**config.mk**
```make
export PLATFORM = sky130hd
export DESIGN_NAME = prbs_test_ctrl
export DESIGN_NICKNAME = d
export VERILOG_FILES = /design/src/rtl/prbs_ctrl_pkg.sv /design/src/rtl/prbs_sat_counter.sv /design/src/rtl/prbs_test_ctrl.sv
export SDC_FILE = /design/constraint.sdc
export NUM_CORES = 1
export LEC_CHECK = 0
export ABC_AREA = 1
export BUFFER_PORTS_ARGS = -buffer_cell sky130_fd_sc_hd__buf_2
export CAP_MARGIN = 20
export CORE_ASPECT_RATIO = 1.25
export CORE_UTILIZATION = 52
export DETAILED_ROUTE_END_ITERATION = 8
export PLACE_DENSITY = 0.77
export SLEW_MARGIN = 0
export SYNTH_ARGS = -nofsm -noshare
export SYNTH_HDL_FRONTEND = slang
export SYNTH_HIERARCHICAL = 1
export SYNTH_SLANG_ARGS = --single-unit
export TNS_END_PERCENT = 100
```
**constraint.sdc**
```tcl
create_clock -name CLK -period 4.6 [get_ports CLK]
set_input_delay 0.46 -clock CLK [delete_from_list [all_inputs] [get_ports CLK]]
set_output_delay 0.46 -clock CLK [all_outputs]
set_load 0.05 [all_outputs]
```
**src/rtl/prbs_ctrl_pkg.sv**
```systemverilog
// Shared types and helpers for the PRBS BER test sequencer.
package prbs_ctrl_pkg;

    typedef enum logic [2:0] {
        ST_IDLE,
        ST_FLUSH,
        ST_LOCK,
        ST_RUN,
        ST_DONE
    } state_e;

    localparam int POP_MAX_W = 64;   // widest error word popcount supports
    localparam int POP_W     = 7;    // enough to hold popcount of POP_MAX_W bits
    localparam int SAT_MAX_W = 64;   // widest counter the saturation helper supports

    // Counts ones in the low nbits of a zero-padded word.
    function automatic logic [POP_W-1:0] popcount(input logic [POP_MAX_W-1:0] v,
                                                  input int unsigned nbits);
        logic [POP_W-1:0] c;
        c = '0;
        for (int unsigned i = 0; i < POP_MAX_W; i++)
            if (i < nbits)
                c = c + POP_W'(v[i]);
        return c;
    endfunction

    // True when a + b would exceed max (a must not already exceed max).
    function automatic logic sat_add_ovf(input logic [SAT_MAX_W-1:0] a,
                                         input logic [SAT_MAX_W-1:0] b,
                                         input logic [SAT_MAX_W-1:0] max);
        return b > (max - a);
    endfunction

endpackage

```
**src/rtl/prbs_sat_counter.sv**
```systemverilog
// Accumulator that saturates at all-ones; clear has priority over increment.
module prbs_sat_counter
    import prbs_ctrl_pkg::*;
#(
    parameter int W     = 32,
    parameter int INC_W = 1
) (
    input  logic             CLK,
    input  logic             RST,
    input  logic             clr,
    input  logic             inc_en,
    input  logic [INC_W-1:0] inc,
    output logic [W-1:0]     cnt
);

    logic [SAT_MAX_W-1:0] a_x, b_x, max_x;

    always_comb begin
        a_x             = '0;
        a_x[W-1:0]      = cnt;
        b_x             = '0;
        b_x[INC_W-1:0]  = inc;
        max_x           = '0;
        max_x[W-1:0]    = '1;
    end

    always_ff @(posedge CLK) begin
        if (RST || clr)
            cnt <= '0;
        else if (inc_en)
            cnt <= sat_add_ovf(a_x, b_x, max_x) ? '1 : cnt + W'(inc);
    end

endmodule

```
**src/rtl/prbs_test_ctrl.sv**
```systemverilog
// PRBS generator/checker sequencer: flush, lock acquisition, BER accumulation.
// Define PRBS_CTRL_WORD_LIMIT_EN to end RUN automatically after TEST_WORDS words.
module prbs_test_ctrl
    import prbs_ctrl_pkg::*;
#(
    parameter int NBITS      = 16,
    parameter int LOCK_WORDS = 64,
    parameter int LOSS_WORDS = 4,
    parameter int FLUSH_CYC  = 8,
    parameter int ERR_CNT_W  = 32,
    parameter int WORD_CNT_W = 48,
    parameter int INJ_BIT    = 0,
    parameter int TEST_WORDS = 2**20
) (
    input  logic                  CLK,
    input  logic                  RST,
    input  logic                  START,
    input  logic                  STOP,
    input  logic                  INJECT,
    input  logic                  CHK_VALID,
    input  logic [NBITS-1:0]      CHK_ERR,
    output logic                  GEN_RST,
    output logic                  GEN_EN,
    output logic [NBITS-1:0]      GEN_ERR,
    output logic                  CHK_RST,
    output logic                  CHK_EN,
    output logic                  BUSY,
    output logic                  LOCKED,
    output logic                  LOCK_LOST,
    output logic                  DONE,
    output logic [ERR_CNT_W-1:0]  ERR_CNT,
    output logic [WORD_CNT_W-1:0] WORD_CNT
);

    localparam int FL_W = $clog2(FLUSH_CYC + 1);
    localparam int CL_W = $clog2(LOCK_WORDS + 1);
    localparam int BD_W = $clog2(LOSS_WORDS + 1);
    localparam logic [NBITS-1:0] INJ_MASK = NBITS'(1) << INJ_BIT;

    if (TEST_WORDS < 1 || NBITS > POP_MAX_W || ERR_CNT_W < POP_W) begin : g_param_chk
        $error("prbs_test_ctrl: unsupported parameter set");
    end

    state_e state, nxt;
    logic [FL_W-1:0] flush_cnt, flush_nxt;
    logic [CL_W-1:0] clean_cnt, clean_nxt;
    logic [BD_W-1:0] bad_cnt, bad_nxt;
    logic            lost_nxt, inj_nxt, clr_cnt, cnt_en;
    logic            chk_ok, chk_bad;
    logic [POP_MAX_W-1:0] err_pad;
    logic [POP_W-1:0]     err_pop;

    always_comb begin
        err_pad            = '0;
        err_pad[NBITS-1:0] = CHK_ERR;
        err_pop            = popcount(err_pad, NBITS);
        chk_ok             = CHK_VALID && (CHK_ERR == '0);
        chk_bad            = CHK_VALID && (CHK_ERR != '0);
    end

    always_comb begin
        nxt       = state;
        flush_nxt = flush_cnt;
        clean_nxt = clean_cnt;
        bad_nxt   = bad_cnt;
        lost_nxt  = LOCK_LOST;
        inj_nxt   = 1'b0;
        clr_cnt   = 1'b0;
        cnt_en    = 1'b0;
        case (state)
            ST_IDLE, ST_DONE: begin
                if (START) begin
                    nxt       = ST_FLUSH;
                    flush_nxt = FL_W'(FLUSH_CYC - 1);
                    clean_nxt = '0;
                    bad_nxt   = '0;
                    lost_nxt  = 1'b0;
                    clr_cnt   = 1'b1;
                end
            end
            ST_FLUSH: begin
                if (STOP)
                    nxt = ST_DONE;
                else if (flush_cnt == '0) begin
                    nxt       = ST_LOCK;
                    clean_nxt = '0;
                end else
                    flush_nxt = flush_cnt - 1'b1;
            end
            ST_LOCK: begin
                if (STOP)
                    nxt = ST_DONE;
                else if (chk_ok) begin
                    if (clean_cnt == CL_W'(LOCK_WORDS - 1)) begin
                        nxt       = ST_RUN;
                        clean_nxt = '0;
                        bad_nxt   = '0;
                    end else
                        clean_nxt = clean_cnt + 1'b1;
                end else if (chk_bad)
                    clean_nxt = '0;
            end
            ST_RUN: begin
                cnt_en = CHK_VALID;
                if (chk_bad) begin
                    if (bad_cnt == BD_W'(LOSS_WORDS - 1)) begin
                        nxt       = ST_LOCK;
                        lost_nxt  = 1'b1;
                        clean_nxt = '0;
                        bad_nxt   = '0;
                    end else
                        bad_nxt = bad_cnt + 1'b1;
                end else if (chk_ok)
                    bad_nxt = '0;
`ifdef PRBS_CTRL_WORD_LIMIT_EN
                if (CHK_VALID && WORD_CNT == WORD_CNT_W'(TEST_WORDS - 1))
                    nxt = ST_DONE;
`endif
                if (STOP)
                    nxt = ST_DONE;
                // An outstanding pulse swallows further requests.
                inj_nxt = INJECT && !GEN_ERR[INJ_BIT] && (nxt == ST_RUN);
            end
            default: nxt = ST_IDLE;
        endcase
    end

    // Outputs are registered from the next state so they line up with state.
    always_ff @(posedge CLK) begin
        if (RST) begin
            state     <= ST_IDLE;
            flush_cnt <= '0;
            clean_cnt <= '0;
            bad_cnt   <= '0;
            GEN_RST   <= 1'b1;
            CHK_RST   <= 1'b1;
            GEN_EN    <= 1'b0;
            CHK_EN    <= 1'b0;
            GEN_ERR   <= '0;
            BUSY      <= 1'b0;
            LOCKED    <= 1'b0;
            LOCK_LOST <= 1'b0;
            DONE      <= 1'b0;
        end else begin
            state     <= nxt;
            flush_cnt <= flush_nxt;
            clean_cnt <= clean_nxt;
            bad_cnt   <= bad_nxt;
            GEN_RST   <= (nxt == ST_IDLE);
            CHK_RST   <= (nxt == ST_IDLE) || (nxt == ST_FLUSH);
            GEN_EN    <= (nxt == ST_FLUSH) || (nxt == ST_LOCK) || (nxt == ST_RUN);
            CHK_EN    <= (nxt == ST_LOCK) || (nxt == ST_RUN);
            GEN_ERR   <= inj_nxt ? INJ_MASK : '0;
            BUSY      <= (nxt == ST_FLUSH) || (nxt == ST_LOCK) || (nxt == ST_RUN);
            LOCKED    <= (nxt == ST_RUN);
            LOCK_LOST <= lost_nxt;
            DONE      <= (nxt == ST_DONE);
        end
    end

    prbs_sat_counter #(.W(ERR_CNT_W), .INC_W(POP_W)) u_err_cnt (
        .CLK    (CLK),
        .RST    (RST),
        .clr    (clr_cnt),
        .inc_en (cnt_en),
        .inc    (err_pop),
        .cnt    (ERR_CNT)
    );

    prbs_sat_counter #(.W(WORD_CNT_W), .INC_W(1)) u_word_cnt (
        .CLK    (CLK),
        .RST    (RST),
        .clr    (clr_cnt),
        .inc_en (cnt_en),
        .inc    (1'b1),
        .cnt    (WORD_CNT)
    );

endmodule

```
==> metrics.yaml, run 1 <==
placed_design:
  port_buffers: 110
  placed_cells: 1522
  dp_hpwl_mm: 15.1
  gp_routability_congestion: 0.916
sta:
  tightest_slew_ns: 0.910
  fin_ws_ns: -0.0159
  slew_viol_final: 0
  finalHoldViolCount: 0
  max_freq_mhz: 217
  rsz0062_at_grt: "yes"
  finClkSkew_ns: 0.0143
  min_period_ns: 4.62
  fin_crit_sh_pct: 100
  timing.slew.headroom_pct: 39.3
  setup_violations: 7
setup_path:
  crit_required_ns: 4.89
  cp_common_cell: "fa_1"
  crit_chain: "buf_8 -> fa_1 -> inv_2 -> fa_1 -> fa_1 -> fa_1 -> inv_2 -> ha_4 -> fa_2 -> nand2_1 -> a21boi_1 -> ha_1 -> nand2_2 -> nor2_4 -> nand4_1 -> nand2_2 -> nor2_4 -> nand3_4 -> buf_12 -> nand2_4 -> nor2_2 -> nor2_1"
  cp_slowest_cell: "fa_1"
  cp-start-kind: "input pin"
  cpPeakStageDelay_ns: 0.57
  crit_type: "in -> reg"
  critPathArrivalTime_ns: 4.90
  end_kind: "flip-flop"
  crit_family: "adder cells"
  crit_fanout: 6
  crit_buf_inv: 4
synthesis:
  synth.area.top_cells: "dfxtp_1 28%, nand2_1 16%, inv_1 10%, nand3_1 8.9%, nor2_1 7.7%"
  synth_common_cells: "319 x nand2_1, 211 x inv_1, 155 x nor2_1"
  synth.yosys.seq_area_share_pct: 27.7
  synth.top_cell.area_share_pct: 27.7
  synth_edf_count: 0
  ys_types: 43
  synth-main-ff-cell: "dfxtp_1"
  postSynth.asyncResetShare_pct: 0
  yosys.area.top_type: "dfxtp_1"
  avgSynthCellArea_um2: 6.19
  synth_cells: 1224
  ys_seq_elements: 105
  synth.most_common_cell: "nand2_1"
  synth.cell_area_um2: 7580
  yosysWarningCount: 6
floorplanning:
  coreArea_um2: 14000
  die_h_um: 137
  die_w_um: 110
  io_pins: 126
  rows: 48
  dieArea_um2: 15100
  start_util_pct: 54.2
pwr:
  ir_drop_uv: 201
  p_leak_nw: 4.51
  powerDensity_nw_per_um2: 264
  finalPower_mw: 2.39
cts:
  ctsHtreeMaxLevel: 3
  insertion_delay_ns: 0.36
  clock_sinks: 105
  cts_tree: "done"
  cts_made_buffers: 9
  clock_path_buffers: 2
  cts_root_buffer: "clkbuf_16"
  path_clk_slew_ns: 0.08
route:
  wl_met3_mm: 1.59
  wl_met1_mm: 8.41
  routedWlPerCell_um: 13.2
  wl_mm: 20.4
  wl_met2_mm: 9.96
  drc: 0
  highest_layer: "met4"
  firstDrtPassIters: 6
  vias: 8076
  initialDrtViolationCount: 609
  via_per_inst: 5.23
  ant_nets: 0
outcome:
  violations: "negative setup slack"
  status: "finished with violations"
global_routing:
  grt_pass1_vias: 7009
  grt_max_degree: 40
  overflow: 0
  grt_use_total_pct: 27.1
  antenna_found_initial: 0
  grt_pass1_wl_mm: 32.1
final_layout:
  antenna_cells: 0
  instances_no_fill: 1543
  nets: 1416
  drive_above_1_share_pct: 20.2
  areaGrowthSynthToFinish_pct: 19.4
worst_hold_path:
  hp-class: "in -> reg"
run:
  drv_cap: 0
==> flip-flops by register name, indices dropped and copies added (netlist names) <==
| name | count |
|---|---|
| GEN_ERR | 1 |
| CHK_RST | 1 |
| LOCK_LOST | 1 |
| state | 3 |
| DONE | 1 |
| CHK_EN | 1 |
| bad_cnt | 3 |
| clean_cnt | 7 |
| BUSY | 1 |
| GEN_RST | 1 |
| u_err_cnt/cnt | 32 |
| LOCKED | 1 |
| u_word_cnt/cnt | 48 |
| flush_cnt | 4 |
==> routing by layer <==
layer / up-vias / GRT usage [%]
li1: 4060 / -
met1: 3640 / 34.2
met2: 340 / 45.7
met3: 36 / 4.43
met4: 0 / 10.4
met5: - / 0
==> report_power, final <==
part	internal [mW]	switching, mW
sequential	0.921	0.00939
clock	0.444	0.376
combinational	0.269	0.371
==> logic make-up (layout without fill, tap and decap cells) <==
| kind of cell | Yosys count | in the layout | synth area share [%] |
|---|---|---|---|
| fa+ha+maj | 31 | 31 | 6.21 |
| compound gates | 86 | 86 | 6.60 |
| simple gates | 718 | 719 | 42.5 |
| xor+xnor | 24 | 24 | 2.77 |
| other cells | 2 | 19 | 0.0991 |
| flops | 105 | 105 | 27.7 |
| buf+inv | 258 | 384 | 14.0 |
==> cells in the final DEF, fill, tap and decap left out, types with 3 or more instances in the layout <==
| master | Yosys | layout |
|---|---|---|
| a21oi_2 | 8 | 12 |
| nand2_4 | 1 | 3 |
| o21ai_1 | 2 | 8 |
| nand3_4 | 2 | 4 |
| nor2_2 | 19 | 21 |
| fa_1 | 11 | 9 |
| inv_2 | 9 | 14 |
| a21oi_1 | 36 | 32 |
| nand3_1 | 135 | 119 |
| conb_1 | 2 | 19 |
| nand3b_1 | 8 | 8 |
| nand3_2 | 4 | 19 |
| xor2_1 | 21 | 21 |
| buf_6 | 4 | 3 |
| nand4_1 | 29 | 29 |
| buf_4 | 16 | 30 |
| o21bai_1 | 3 | 3 |
| clkinv_1 | 3 | 3 |
| or2_0 | 3 | 3 |
| nor3_1 | 19 | 19 |
| xnor2_1 | 3 | 3 |
| nor2_4 | 8 | 12 |
| o21ai_0 | 25 | 18 |
| buf_2 | 4 | 109 |
| a31oi_1 | 7 | 7 |
| nand2_2 | 10 | 19 |
| clkbuf_16 | 0 | 10 |
| inv_1 | 211 | 206 |
| nor2_1 | 155 | 149 |
| ha_4 | 0 | 3 |
| nand2_1 | 319 | 308 |
| dfxtp_1 | 105 | 105 |
| ha_1 | 20 | 17 |
==> path summary, 6_finish.rpt <==
check / slack (ns) / startpoint / cells past startpoint / end
worst min register to register: 0.43 / GEN_ERR[0] / 1 / GEN_ERR[0]
worst min-delay path: 0.35 / INJECT / 3 / GEN_ERR[0]
worst max-delay path: -0.02 / CHK_ERR[15] / 22 / u_err_cnt/cnt[18]
worst max register to register: 1.52 / state[0] / 10 / u_err_cnt/cnt[18]
==> final cells by class <==
type / instances / area (um2)
Tap cell: 175 / 219
Inverter: 223 / 837
Fill cell: 1306 / 4940
Clock buffer: 10 / 239
Timing Repair Buffer: 145 / 865
Clock inverter: 6 / 73.8
Multi-Input combinational cell: 879 / 4710
Sequential cell: 105 / 2100
==> metrics by stage <==
| step | cell area (um2) | setup TNS [ns] | util, % | hold WS [ns] | setup slack, ns |
|---|---|---|---|---|---|
| 2_1_floorplan | 7650 | 0 | - | 0.428 | 0.00156 |
| 4_1_cts | 8760 | 0 | 62.6 | 0.333 | 0.00303 |
| 5_1_grt | 9050 | -4.28 | 64.7 | 0.373 | -0.215 |
| 6_report | 9050 | -0.0708 | 64.7 | 0.352 | -0.0159 |
| 3_5_place_dp | 8440 | -10.23 | 60.3 | 0.415 | -0.379 |
| 3_3_place_gp | 8440 | -8.20 | 60.3 | 0.411 | -0.312 |
==> what timing repair did <==
action / 4_1_cts / 5_1_grt
pin swaps: 0 / 30
cloned: 0 / 2
hold buffers: 0 / 0
endpoints found under the setup margin: 6 / 32
resized for setup: 1 / 67
buffers inserted: 0 / 3
==> worst min-delay path: stages <==
cell,delay (ns)
buf_2,0.10
nand2_1,0.06
nor4_1,0.04
Note: power is estimated with default switching activity, not from simulation.
==> inputs of run 2 (changes only) <==
--- a/config.mk
+++ b/config.mk
@@ -15,6 +15,5 @@
 export SLEW_MARGIN = 0
 export SYNTH_ARGS = -nofsm -noshare
 export SYNTH_HDL_FRONTEND = slang
-export SYNTH_HIERARCHICAL = 1
 export SYNTH_SLANG_ARGS = --single-unit
 export TNS_END_PERCENT = 100
==> metrics.yaml, run 2 <==
final_layout:
  multiInputGateArea_um2: 4730  # +0.42%
  drive_above_1_share_pct: 18.6  # -1.6 points
  areaGrowthSynthToFinish_pct: 17.0
  seq_area_um2: 2100  # unchanged
  final_common_cell: "nand2_1"
  top_register: "u_word_cnt.cnt"
  post-route-util_pct: 62.1  # -2.6 points
  largest_reg_flops: 48  # unchanged
  fin_area_um2: 8900  # -1.6%
  final_cell_mix: "349 x nand2_1, 167 x inv_1, 119 x nor2_1"
  nets: 1382  # -2.4%
  antenna_cells: 0  # unchanged
  fillers: 1418  # +8.6%
  largestRegisters: "u_word_cnt.cnt: 48 flops, u_err_cnt.cnt: 32 flops, clean_cnt: 7 flops"
cts:
  path_clk_slew_ns: 0.08  # about the same
  cts_root_buffer: "clkbuf_16"
  ctsHtreeMaxLevel: 3  # unchanged
  hold_buffers: 0  # unchanged
  cts_made_buffers: 9  # unchanged
  cts_tree: "done"
  clock_path_buffers: 2  # unchanged
  clock_sinks: 105  # unchanged
  insertion_delay_ns: 0.36  # about the same
setup_path:
  critPathArrivalTime_ns: 4.71  # -0.19 ns
  crit_required_ns: 4.86  # -0.03 ns
  cp-start-kind: "input pin"
  crit_type: "in -> reg"
  crit_chain: "buf_2 -> inv_2 -> fa_1 -> fa_1 -> fa_2 -> fa_1 -> inv_1 -> ha_4 -> fa_2 -> xor2_1 -> ha_1 -> nand2_2 -> inv_2 -> nand2_1 -> nand2_1 -> nand2_1 -> nand2_1 -> nand3b_1 -> buf_6 -> buf_12 -> nand2_2 -> o21ai_1 -> inv_1"
  cp_slowest_cell: "fa_1"
  cpPeakStageDelay_ns: 0.55  # -0.02 ns
  crit_fanout: 5  # -1
  end_kind: "flip-flop"
  cp_common_cell: "nand2_1"
synthesis:
  ys_types: 47  # +9.3%
  synth_cells: 1197  # -2.2%
  synth.area.top_cells: "dfxtp_1 28%, nand2_1 17%, inv_1 8.4%, nand3_1 6.8%, nor2_1 6.0%"
  synth.yosys.seq_area_share_pct: 27.6  # -0.12 points
  ys_seq_elements: 105  # unchanged
  postSynth.asyncResetShare_pct: 0  # unchanged
  avgSynthCellArea_um2: 6.36  # +2.7%
  yosysWarningCount: 0  # -6
  synth-main-ff-cell: "dfxtp_1"
  synth.most_common_cell: "nand2_1"
  synth_edf_count: 0  # unchanged
  synth_common_cells: "354 x nand2_1, 171 x inv_1, 122 x nor2_1"
  synth.cell_area_um2: 7610  # +0.43%
  synth.top_cell.area_share_pct: 27.6  # -0.12 points
  yosys.area.top_type: "dfxtp_1"
global_routing:
  overflow: 0  # unchanged
  grt_use_total_pct: 27.8  # +0.66 points
  grt_pass1_wl_mm: 32.8  # +2.1%
  grt_max_degree: 43  # +7.5%
  grt_pass1_vias: 7093  # +1.2%
  antenna_found_initial: 0  # unchanged
sta:
  fin_crit_sh_pct: 96.9  # -3.4 points
  timing.slew.headroom_pct: 30.5  # -8.8 points
  setup_tns_ns: 0  # +0.0708 ns
  slew_viol_final: 0  # unchanged
  tightest_slew_ns: 1.04  # +0.131 ns
  holdWs_ns: 0.355  # +0.00322 ns
  max_freq_mhz: 224  # +3.5%
  rsz0062_at_grt: "yes"
  setup_violations: 0  # -7
  min_period_ns: 4.46  # -0.157 ns
  finalHoldViolCount: 0  # unchanged
  finClkSkew_ns: 0.00979  # -0.00454 ns
route:
  via_per_inst: 5.24  # +0.15%
  vias: 7941  # -1.7%
  initialDrtViolationCount: 520  # -15%
  drc: 0  # unchanged
  firstDrtPassIters: 6  # unchanged
  wl_mm: 20.8  # +2.0%
  ant_nets: 0  # unchanged
  routedWlPerCell_um: 13.7  # +3.8%
pwr:
  powerDensity_nw_per_um2: 258  # -2.3%
  ir_drop_uv: 231  # +15%
  p_leak_nw: 4.31  # -4.4%
  finalPower_mw: 2.30  # -3.9%
floorplanning:
  start_util_pct: 53.1  # -1.1 points
  die_h_um: 137  # +0.21%
  coreArea_um2: 14300  # +2.5%
  io_pins: 126  # unchanged
  dieArea_um2: 15100  # +0.42%
  rows: 49  # +2.1%
  die_w_um: 110  # +0.21%
worst_hold_path:
  hp-class: "in -> reg"
outcome:
  status: "complete, no violations"
run:
  drv_cap: 0  # unchanged
placed_design:
  gp_routability_congestion: 0.968  # +5.6%
  dpl-instance-area_um2: 8450  # about the same
  port_buffers: 110  # unchanged
  dp_hpwl_mm: 15.7  # +3.7%
## run 2: changes by cell type in the layout (fill, tap and decap cells not counted), sizes merged, moves of 4 or more
cell / previous run / this run
nand2: 330 / 361
nor3: 20 / 31
a21oi: 44 / 50
nor2: 183 / 143
or2: 3 / 13
xor2: 21 / 12
nand3: 142 / 119
nand3b: 8 / 23
nand4: 29 / 36
conb: 19 / 15
inv: 222 / 184
## run 2: critical path, delay by kind of cell
| kind | cells | cell delay (ns) |
|---|---|---|
| fa+ha+maj | 7 | 2.85 |
| buf+inv | 7 | 0.57 |
| simple gates | 7 | 0.55 |
| xor+xnor | 1 | 0.15 |
| compound gates | 1 | 0.14 |
## run 2: stage by stage
step / cells / setup WS [ns]
after floorplan: 1211 / -0.0168
after global placement: 1491 / -0.285
after detailed placement: 1491 / -0.349
after CTS: 1507 / 0.0205
after global routing: 1515 / -0.0584
final: 1515 / 0.141
## run 2: cells by family (layout without fill, tap and decap cells)
group	Yosys count	after routing	share of synthesized area (%)
AO/OA/AOI/OAI	95	95	6.71
XOR/XNOR	18	18	2.07
adder cells (fa/ha/maj)	28	28	5.69
buffers and inverters	219	345	12.3
flip-flops	105	105	27.6
other	1	15	0.0493
AND/OR/NAND/NOR	731	731	45.6
## run 2: what timing repair did
action	in CTS	in global routing
resized for setup	0	28
endpoints found under the hold margin	0	0
setup buffers	0	6
endpoints found under the setup margin	0	30
## run 2: final timing paths
kind | end | start | cells after the start | slack (ns)
max | u_err_cnt.cnt[23] | CHK_ERR[5] | 23 | 0.14
max reg2reg | u_word_cnt.cnt[27] | state[0] | 8 | 2.04
min | GEN_ERR[0] | INJECT | 3 | 0.35
min reg2reg | clean_cnt[6] | clean_cnt[6] | 2 | 0.46
## run 2: layout make-up
| cell class | count | area share, % |
|---|---|---|
| Multi-Input combinational cell | 887 | 53.2 |
| Sequential cell | 105 | 23.6 |
| Timing Repair Buffer | 148 | 9.96 |
| Inverter | 181 | 7.63 |
| Clock buffer | 10 | 2.57 |
| Tap cell | 178 | 2.50 |
| Clock inverter | 6 | 0.562 |
## run 2: layer usage
metal	track usage (%)	up-vias	part of all wire (%)
met5	0	-	0
met4	10.9	0	2.7
met3	4.73	46	5.7
met2	50.4	227	51
met1	32.0	3611	41
li1	-	4057	-
## run 2: power by group
group / total (mW) / switching (mW) / internal [mW]
clock network: 0.758 / 0.382 / 0.376
logic: 0.615 / 0.350 / 0.265
registers: 0.925 / 0.00732 / 0.918
